===== src/rtl/conv_1d_stream_if.sv =====
// Stream bundle for the 1-D convolver: one valid/ready channel carrying raw
// samples in, one valid/ready channel carrying filtered samples out.
interface conv_1d_stream_if #(
    parameter int DATA_W = 8
);
    logic                     in_valid;
    logic                     in_ready;
    logic signed [DATA_W-1:0] in_data;
    logic                     out_valid;
    logic                     out_ready;
    logic signed [DATA_W-1:0] out_data;
    logic                     out_last;
    logic                     out_sat;

    // Producer of input samples and consumer of results
    modport master (
        output in_valid, in_data, out_ready,
        input  in_ready, out_valid, out_data, out_last, out_sat
    );

    // The convolver itself
    modport slave (
        input  in_valid, in_data, out_ready,
        output in_ready, out_valid, out_data, out_last, out_sat
    );
endinterface


===== src/rtl/conv_1d_stream.sv =====
// Streaming 1-D convolver. Takes one line of LINE_LEN signed samples and
// emits LINE_LEN filtered samples using mirror padding at both line ends,
// a double-buffered kernel, rounding right shift and signed saturation.
// Only the last K samples are kept: reflected taps always land inside that
// window, so no full-line buffer is needed.
module conv_1d_stream #(
    parameter int DATA_W   = 8,
    parameter int COEF_W   = 8,
    parameter int K        = 3,
    parameter int LINE_LEN = 640,
    parameter int SHIFT    = 0
) (
    input  logic                     clk,
    input  logic                     rst_n,
    input  logic                     coef_we,
    input  logic [$clog2(K)-1:0]     coef_idx,
    input  logic signed [COEF_W-1:0] coef_data,
    output logic                     busy,
    conv_1d_stream_if.slave          s
);
    localparam int H     = K / 2;
    localparam int IDX_W = $clog2(K);
    localparam int ACC_W = DATA_W + COEF_W + $clog2(K);
    localparam int CNT_W = $clog2(LINE_LEN + K);

    // Rounding bias and clamp limits, one bit wider than the accumulator so
    // that adding the bias can never wrap.
    localparam logic signed [ACC_W:0] RND_BIAS =
        (SHIFT > 0) ? ((ACC_W+1)'(1) << ((SHIFT > 0) ? SHIFT - 1 : 0)) : '0;
    localparam logic signed [ACC_W:0] MAX_V = (ACC_W+1)'(2**(DATA_W-1) - 1);
    localparam logic signed [ACC_W:0] MIN_V = -(ACC_W+1)'(2**(DATA_W-1));

    typedef enum logic [1:0] {IDLE, FILL, RUN, FLUSH} state_t;

    state_t                   state, state_next;
    // cnt is the index of the next sample to accept; during FLUSH it keeps
    // counting as a virtual index so that out index = cnt - H throughout.
    logic [CNT_W-1:0]         cnt;
    logic signed [DATA_W-1:0] hist   [K];
    logic signed [COEF_W-1:0] shadow [K];
    logic signed [COEF_W-1:0] active [K];

    logic                     in_ready_c, in_fire, out_fire, flush_load, load;
    logic signed [ACC_W-1:0]  acc;
    logic signed [ACC_W:0]    rnd, shifted;
    logic signed [DATA_W-1:0] res;
    logic                     res_sat;

    logic                     out_valid_r, out_last_r, out_sat_r;
    logic signed [DATA_W-1:0] out_data_r;

    assign s.in_ready  = in_ready_c;
    assign s.out_valid = out_valid_r;
    assign s.out_data  = out_data_r;
    assign s.out_last  = out_last_r;
    assign s.out_sat   = out_sat_r;

    // Handshake qualification and next-state selection
    always_comb begin
        state_next = state;
        in_ready_c = (state == FILL) ||
                     (((state == IDLE) || (state == RUN)) && (!out_valid_r || s.out_ready));
        in_fire    = s.in_valid && in_ready_c;
        out_fire   = out_valid_r && s.out_ready;
        flush_load = (state == FLUSH) && (cnt < CNT_W'(LINE_LEN + H)) &&
                     (!out_valid_r || s.out_ready);
        load       = (in_fire && (cnt >= CNT_W'(H))) || flush_load;
        case (state)
            IDLE:    if (in_fire) state_next = FILL;
            FILL:    if (in_fire && (cnt == CNT_W'(H))) state_next = RUN;
            RUN:     if (in_fire && (cnt == CNT_W'(LINE_LEN - 1))) state_next = FLUSH;
            FLUSH:   if (out_fire && out_last_r) state_next = IDLE;
            default: state_next = IDLE;
        endcase
    end

    // Gather the mirrored window around out index cnt-H and accumulate taps
    always_comb begin : window_mac
        int newest, m, r, off;
        logic signed [DATA_W-1:0] samp;
        acc    = '0;
        newest = (state == FLUSH) ? LINE_LEN - 1 : int'(cnt);
        for (int j = 0; j < K; j++) begin
            m = int'(cnt) - 2*H + j;
            if (m < 0)                 r = -m;
            else if (m > LINE_LEN - 1) r = 2*(LINE_LEN - 1) - m;
            else                       r = m;
            off = newest - r;
            if (off < 0)     off = 0;
            if (off > K - 1) off = K - 1;
            if (state == FLUSH) samp = hist[IDX_W'(off)];
            else if (off == 0)  samp = s.in_data;
            else                samp = hist[IDX_W'(off - 1)];
            acc = acc + ACC_W'(samp) * ACC_W'(active[IDX_W'(j)]);
        end
    end

    // Round half up, arithmetic shift, then clamp into the sample range
    always_comb begin
        rnd     = {acc[ACC_W-1], acc} + RND_BIAS;
        shifted = rnd >>> SHIFT;
        res_sat = 1'b0;
        if (shifted > MAX_V) begin
            res     = MAX_V[DATA_W-1:0];
            res_sat = 1'b1;
        end else if (shifted < MIN_V) begin
            res     = MIN_V[DATA_W-1:0];
            res_sat = 1'b1;
        end else begin
            res     = shifted[DATA_W-1:0];
        end
    end

    // State register, sample counter and line-busy flag
    always_ff @(posedge clk or negedge rst_n) begin
        if (!rst_n) begin
            state <= IDLE;
            cnt   <= '0;
            busy  <= 1'b0;
        end else begin
            state <= state_next;
            if ((state == FLUSH) && out_fire && out_last_r) begin
                cnt  <= '0;
                busy <= 1'b0;
            end else if (in_fire || flush_load) begin
                cnt <= cnt + 1'b1;
            end
            if ((state == IDLE) && in_fire) busy <= 1'b1;
        end
    end

    // Sample history, newest sample at index 0
    always_ff @(posedge clk or negedge rst_n) begin
        if (!rst_n) begin
            for (int d = 0; d < K; d++) hist[d] <= '0;
        end else if (in_fire) begin
            hist[0] <= s.in_data;
            for (int d = 1; d < K; d++) hist[d] <= hist[d-1];
        end
    end

    // Shadow bank takes writes any time; active bank is latched at line start
    always_ff @(posedge clk or negedge rst_n) begin
        if (!rst_n) begin
            for (int d = 0; d < K; d++) begin
                shadow[d] <= (d == H) ? COEF_W'(1) : '0;
                active[d] <= (d == H) ? COEF_W'(1) : '0;
            end
        end else begin
            if ((state == IDLE) && in_fire) begin
                for (int d = 0; d < K; d++) active[d] <= shadow[d];
            end
            if (coef_we && (32'(coef_idx) < K)) shadow[coef_idx] <= coef_data;
        end
    end

    // Output register: load a new result or drain; hold while stalled
    always_ff @(posedge clk or negedge rst_n) begin
        if (!rst_n) begin
            out_valid_r <= 1'b0;
            out_data_r  <= '0;
            out_last_r  <= 1'b0;
            out_sat_r   <= 1'b0;
        end else if (load) begin
            out_valid_r <= 1'b1;
            out_data_r  <= res;
            out_sat_r   <= res_sat;
            out_last_r  <= (cnt == CNT_W'(LINE_LEN - 1 + H));
        end else if (out_fire) begin
            out_valid_r <= 1'b0;
        end
    end
endmodule


===== src/flat_wrapper.sv =====
// flat-port wrapper written by rule: the top's interface ports become plain ports
module conv_1d_stream_flat 
#(
    parameter int DATA_W   = 8,
    parameter int COEF_W   = 8,
    parameter int K        = 3,
    parameter int LINE_LEN = 640,
    parameter int SHIFT    = 0
)
  (clk, rst_n, coef_we, coef_idx, coef_data, busy, s_in_valid, s_in_data, s_out_ready, s_in_ready, s_out_valid, s_out_data, s_out_last, s_out_sat);
  conv_1d_stream_if #(.DATA_W(DATA_W)) s_i ();
  input  logic clk;
  input  logic rst_n;
  input  logic coef_we;
  input  logic [$clog2(K)-1:0] coef_idx;
  input  logic signed [COEF_W-1:0] coef_data;
  output logic busy;
  input wire logic [$bits(s_i.in_valid)-1:0] s_in_valid;
  input wire logic [$bits(s_i.in_data)-1:0] s_in_data;
  input wire logic [$bits(s_i.out_ready)-1:0] s_out_ready;
  output wire logic [$bits(s_i.in_ready)-1:0] s_in_ready;
  output wire logic [$bits(s_i.out_valid)-1:0] s_out_valid;
  output wire logic [$bits(s_i.out_data)-1:0] s_out_data;
  output wire logic [$bits(s_i.out_last)-1:0] s_out_last;
  output wire logic [$bits(s_i.out_sat)-1:0] s_out_sat;
  assign s_i.in_valid = s_in_valid;
  assign s_i.in_data = s_in_data;
  assign s_i.out_ready = s_out_ready;
  assign s_in_ready = s_i.in_ready;
  assign s_out_valid = s_i.out_valid;
  assign s_out_data = s_i.out_data;
  assign s_out_last = s_i.out_last;
  assign s_out_sat = s_i.out_sat;
  conv_1d_stream #(.DATA_W(DATA_W), .COEF_W(COEF_W), .K(K), .LINE_LEN(LINE_LEN), .SHIFT(SHIFT)) u_core (.clk(clk), .rst_n(rst_n), .coef_we(coef_we), .coef_idx(coef_idx), .coef_data(coef_data), .busy(busy), .s(s_i));
endmodule

===== config.mk =====
export PLATFORM = sky130hd
export DESIGN_NAME = conv_1d_stream_flat
export DESIGN_NICKNAME = d
export VERILOG_FILES = /design/src/rtl/conv_1d_stream_if.sv /design/src/rtl/conv_1d_stream.sv /design/src/flat_wrapper.sv
export SDC_FILE = /design/constraint.sdc
export NUM_CORES = 1
export LEC_CHECK = 0
export ABC_CLOCK_PERIOD_IN_PS = 4000
export BUFFER_PORTS_ARGS = -buffer_cell sky130_fd_sc_hd__buf_2
export CORE_MARGIN = 2
export CORE_UTILIZATION = 35
export CTS_CLUSTER_SIZE = 24
export DETAILED_ROUTE_END_ITERATION = 8
export PLACE_DENSITY = 0.62
export RECOVER_POWER = 50
export SYNTH_ARGS = -nofsm -noshare
export SYNTH_HDL_FRONTEND = slang
export SYNTH_SLANG_ARGS = --single-unit

===== constraint.sdc =====
create_clock -name clk -period 4 [get_ports clk]
set_input_delay 0.8 -clock clk [delete_from_list [all_inputs] [get_ports clk]]
set_output_delay 0.8 -clock clk [all_outputs]
set_load 0.02 [all_outputs]

# [After elaboration in Yosys (flattened, before gate mapping)]
# Index checks and enable logic that the tools add are counted.
[totals] output_inout_bits=13 in_bits=23 regBits=15 word_cells=52
[classes] n_eq_ne=10 reduce_logical=23 addsub=1 n_mux=11 n_lt_le_gt_ge=2
[op_table] cell="equality test 10 bit, second input constant" n=2
[op_table] cell="two-way mux 10 bit" n=2
[op_table] cell="logical AND 1 bit" n=12
[op_table] cell="adder 10 x 1 -> 10 bit, second input constant" n=1
[op_table] cell="equality test 10 x 1 -> 1 bit, second input constant" n=1
[op_table] cell=">= comparator 10 x 1 -> 1 bit, second input constant" n=1
[op_table] cell="< comparator 10 bit, second input constant" n=1
[op_table] cell="two-way mux 2 bit" n=4
[op_table] cell="case mux 2 bit (4 select lines)" n=1
[op_table] cell="nonzero test 2 bit" n=3
[op_table] cell="logical OR 1 bit" n=5
[op_table] cell="equality test 2 bit, second input constant" n=2
[op_table] cell="two-way mux 1 bit" n=4
[op_table] cell="inequality test 2 x 1 -> 1 bit, second input constant" n=2
[op_table] cell="inequality test 2 bit, second input constant" n=2
[op_table] cell="AND reduction 4 bit" n=1
[op_table] cell="equality test 2 x 1 -> 1 bit, second input constant" n=1
[op_table] cell="zero test 2 bit" n=1
[op_table] cell="zero test 1 bit" n=1

# [Depth between registers and ports, before layout]
[logic_depth] ltp_word=8 ltp_mapped=8 depth_no_buf=6

# [Least setup slack after synthesis]
# Ideal clock, no wire load.
[synth_path] path_kind="input -> output" startpoint="input s_out_ready" endpoint="output s_in_ready" path_stages=2 required_time_ns=3.200 slack_ns=1.786 arrival_time_ns=1.414 n_path_buf=0 cell_sequence="or3b_1 -> and2_1"
[synth_between] elab_chain_len=3
[synth_rtl] element="start, declared" line="flat_wrapper.sv:20" source="input wire logic [$bits(s_i.out_ready)-1:0] s_out_ready;"
[synth_rtl] element="logical OR 1 bit" line="conv_1d_stream.sv:62" source="(((state == IDLE) || (state == RUN)) && (!out_valid_r || s.out_ready));"
[synth_rtl] element="logical AND 1 bit" line="conv_1d_stream.sv:62"
[synth_rtl] element="logical OR 1 bit" line="conv_1d_stream.sv:61" source="in_ready_c = (state == FILL) ||"
[synth_rtl] element="end, declared" line="flat_wrapper.sv:21" source="output wire logic [$bits(s_i.in_ready)-1:0] s_in_ready;"
# Every way passes these cells.

# [Worst setup path after layout]
# Same ends and word-level chain as after synthesis.

==> impl_results.md <==
- Arr. time, crit path: 1.63 ns
- Peak supply drop: 214 uV
- Netlist cell types: 34
- Die Span Y: 58.9 um
- Postcts setup bufs: 0
- CTS tree: done
- DP HPWL: 1520 um
- Post-Route WL: 2040 um
- GP Congestion: 0.763
- Critical path class: input port to output port
- Synth Area in Simple Gates: 0.246
- GRT Total Usage: 0.134
- CTS root buf: clkbuf_4
- Leak Pwr: 0.465 nW
- CP required: 3.20 ns
- Post-route setup slack: 1.57 ns
- First-pass GRT wire length: 3600 um
- Pwr Density: 632 mW/mm2
- Core ar.: 0.00281 mm2
- Achievable Freq: 412 MHz
- Initial Util: 0.376
- Worst min-delay path class: flop to flop
- Compound-gate portion of the synthesized area: 0.176
- CP peak stage delay: 0.41 ns
- Vias in the first global route: 821
- Final setup vio count: 0
- Area Growth Syn to Fin: 3.08%
- Ant diodes: 0
- Status: finished, violations left
- Slowest-stage cell, CP: or3b_1
- Metal3 WL: 78 um
- # port buffers: 7
- WL per Instance: 13.3 um
- Skew-Pair Late Insertion Delay: 0.28 ns
- Routed Antenna Nets: 0
- Die area: 0.00347 mm2
- Final Hold Viols: 0
- CTS Buf Count: 3
- Share of layout cells above drive strength 1: 0.123
- Final Instance Area: 0.00109 mm2
- Initial antenna violation count: 0
- 1st-iter DRT viols: 22
- Nets@finish: 153
- Die X: 58.9 um
- Ys Warns: 0
- Min cycle time layout: 2.43 ns
- I/O Pins: 36
- Post-DP Area: 0.00106 mm2
- Maximum fanout along the worst path: 4
- Main combinational cell family by area after synthesis: simple AND/OR/NAND/NOR gates
- CP bufs+invs: 2
- Slew @ Worst Pin: 0.845 ns
- Cts repair resizes: 0
- TNS Setup: 0 ns
- DP Worst Slack: 1.37 ns
- Max-cap check violation count: 0
- Met1 wire length: 1000 um
- Critical path launch point type: input port
- Worst slew margin: 0.437
- Rows: 19
- Met2 wire length: 944 um
- Largest net degree at the start of global routing: 23
- Vias per cell: 5.47
- Final worst-path cycle share: 0.607
- Drc violations: 2
- Post-Syn Instances: 114
- Failing checks: design-rule violations
- CP delay by family, top: simple AND/OR/NAND/NOR gates
- # hold bufs at CTS: 0
- CTS H-Tree Depth: 1
- Clock-pin slew on the worst setup and hold paths: 0.09 ns
- Pins Over Slew Limit: 0
- Num Clock Sinks: 15
- Mean Syn Cell Area: 9.25 um2
- Global route total overflow: 0
- Vias: 837
- Multiplexer share of the synthesized area: 0.0142
- Adder-Cell Fraction of Synth Area: 0.0830
- Max Used Layer: met4
- Mapped Area: 0.00105 mm2
- Xor/xnor cell area share of the yosys netlist: 0.00830
- Min Hold Slack: 0.503 ns
- Post-Route Skew: 0.00498 ns
- RSZ-0062 raised after global routing: no
- Clk buf depth: 2
- Detailed Routing Iterations Pass 1: 8
- Post-synthesis sequential area ratio: 0.356
- CP Capture Type: output port
- Overall power: 0.000688 W
- Yosys reg bits: 15
- CP cell instances: clkbuf_1 > or3b_1 > and2_1 > buf_2
-- power by group --
group	internal, W	leakage [nW]	switching [W]
clock	0.0000387	0.0150	0.0000483
combinational	0.000141	0.261	0.000200
sequential	0.000199	0.189	0.0000608
total	0.000378	0.465	0.000309
-- logic make-up (layout without fill, tap and decap cells) --
group	count (synthesis)	in the layout
buffers and inverters	18	18
other	1	9
AND/OR/NAND/NOR	43	43
AO/OA/AOI/OAI	28	28
flip-flops	15	15
XOR/XNOR	1	1
multiplexers	1	1
adder cells (fa/ha/maj)	7	7
-- cell usage in the layout (no fill, tap or decap), types with 2 or more instances in the layout --
cell type,count
dfrtp_1,15
or3_1,5
or4_1,4
a21oi_1,10
o21ai_1,4
nand3_1,7
and3_1,2
inv_1,7
conb_1,9
clkbuf_1,4
buf_2,4
o21ai_0,5
nor2_1,3
ha_1,7
o31ai_1,4
nand2_1,12
clkbuf_4,3
-- stage by stage --
stage | instances | util
after detailed placement | 149 | 0.380
after CTS | 153 | 0.389
final | 153 | 0.388
after global routing | 153 | 0.388
after floorplan | 122 | -
after global placement | 149 | 0.380
-- worst paths after layout --
path                          startpoint            end  slack (ns)  cells after the start
hold reg to reg              u_core.busy    u_core.busy        0.50                      1
setup reg to reg           u_core.cnt[0]  u_core.cnt[5]        1.80                      6
setup / recovery             s_out_ready     s_in_ready        1.57                      4
min in group asynchronous          rst_n    u_core.busy        0.59                      1
hold / removal               u_core.busy    u_core.busy        0.50                      1
max in group asynchronous          rst_n  u_core.cnt[8]        2.89                      1
-- final cells by class --
type / count / area [um2]
fillers: 299 / 1720
well taps: 31 / 38.8
repair buffers: 7 / 31.3
clock buffers: 4 / 26.3
multi-input cells: 89 / 589
flip-flops and latches: 15 / 375
inverters: 7 / 26.3
-- synth_stat cells --
cell | count | share of area
o21ai_1 | 4 | 0.019
dfrtp_1 | 15 | 0.36
a22o_1 | 1 | 0.0083
nand4_2 | 1 | 0.012
and3_1 | 2 | 0.012
buf_6 | 1 | 0.011
and4bb_2 | 1 | 0.012
o31ai_1 | 4 | 0.028
or3_1 | 5 | 0.030
buf_4 | 9 | 0.064
a2111o_1 | 1 | 0.011
o211a_1 | 1 | 0.0095
ha_1 | 7 | 0.083
xnor2_1 | 1 | 0.0083
a21oi_1 | 10 | 0.047
nor2_1 | 3 | 0.011
buf_8 | 1 | 0.014
or4_1 | 4 | 0.028
conb_1 | 1 | 0.0036
or2b_1 | 1 | 0.0071
nor4_2 | 1 | 0.012
inv_1 | 7 | 0.025
and4_2 | 1 | 0.0095
a21oi_2 | 1 | 0.0083
nor4_1 | 1 | 0.0059
mux2_4 | 1 | 0.014
or4_4 | 1 | 0.011
nand3_1 | 7 | 0.033
nand4_1 | 1 | 0.0059
o21ai_0 | 5 | 0.024
nand2_1 | 12 | 0.043
and2_1 | 1 | 0.0059
or3b_1 | 1 | 0.0083
o31ai_4 | 1 | 0.020
-- registers in the layout (all words and copies together), names as in the netlist --
signal,count
u_core.s.out_last,1
u_core.busy,1
u_core.cnt,10
u_core.state,2
u_core.s.out_valid,1
-- worst register-to-register path, cell delays in order, from the launching register on --
cell,delay (ns)
dfrtp_1,0.42
inv_1,0.09
ha_1,0.22
a2111o_1,0.39
a21oi_2,0.64
or4_1,0.23
a21oi_1,0.06
-- layer usage --
| metal | up-vias | GRT usage |
|---|---|---|
| met5 | - | 0 |
| met2 | 15 | 0.213 |
| met1 | 407 | 0.168 |
| met3 | 2 | 0.0440 |
| li1 | 413 | - |
| met4 | 0 | 0.0519 |
Note: power is estimated with default switching activity, not from simulation.
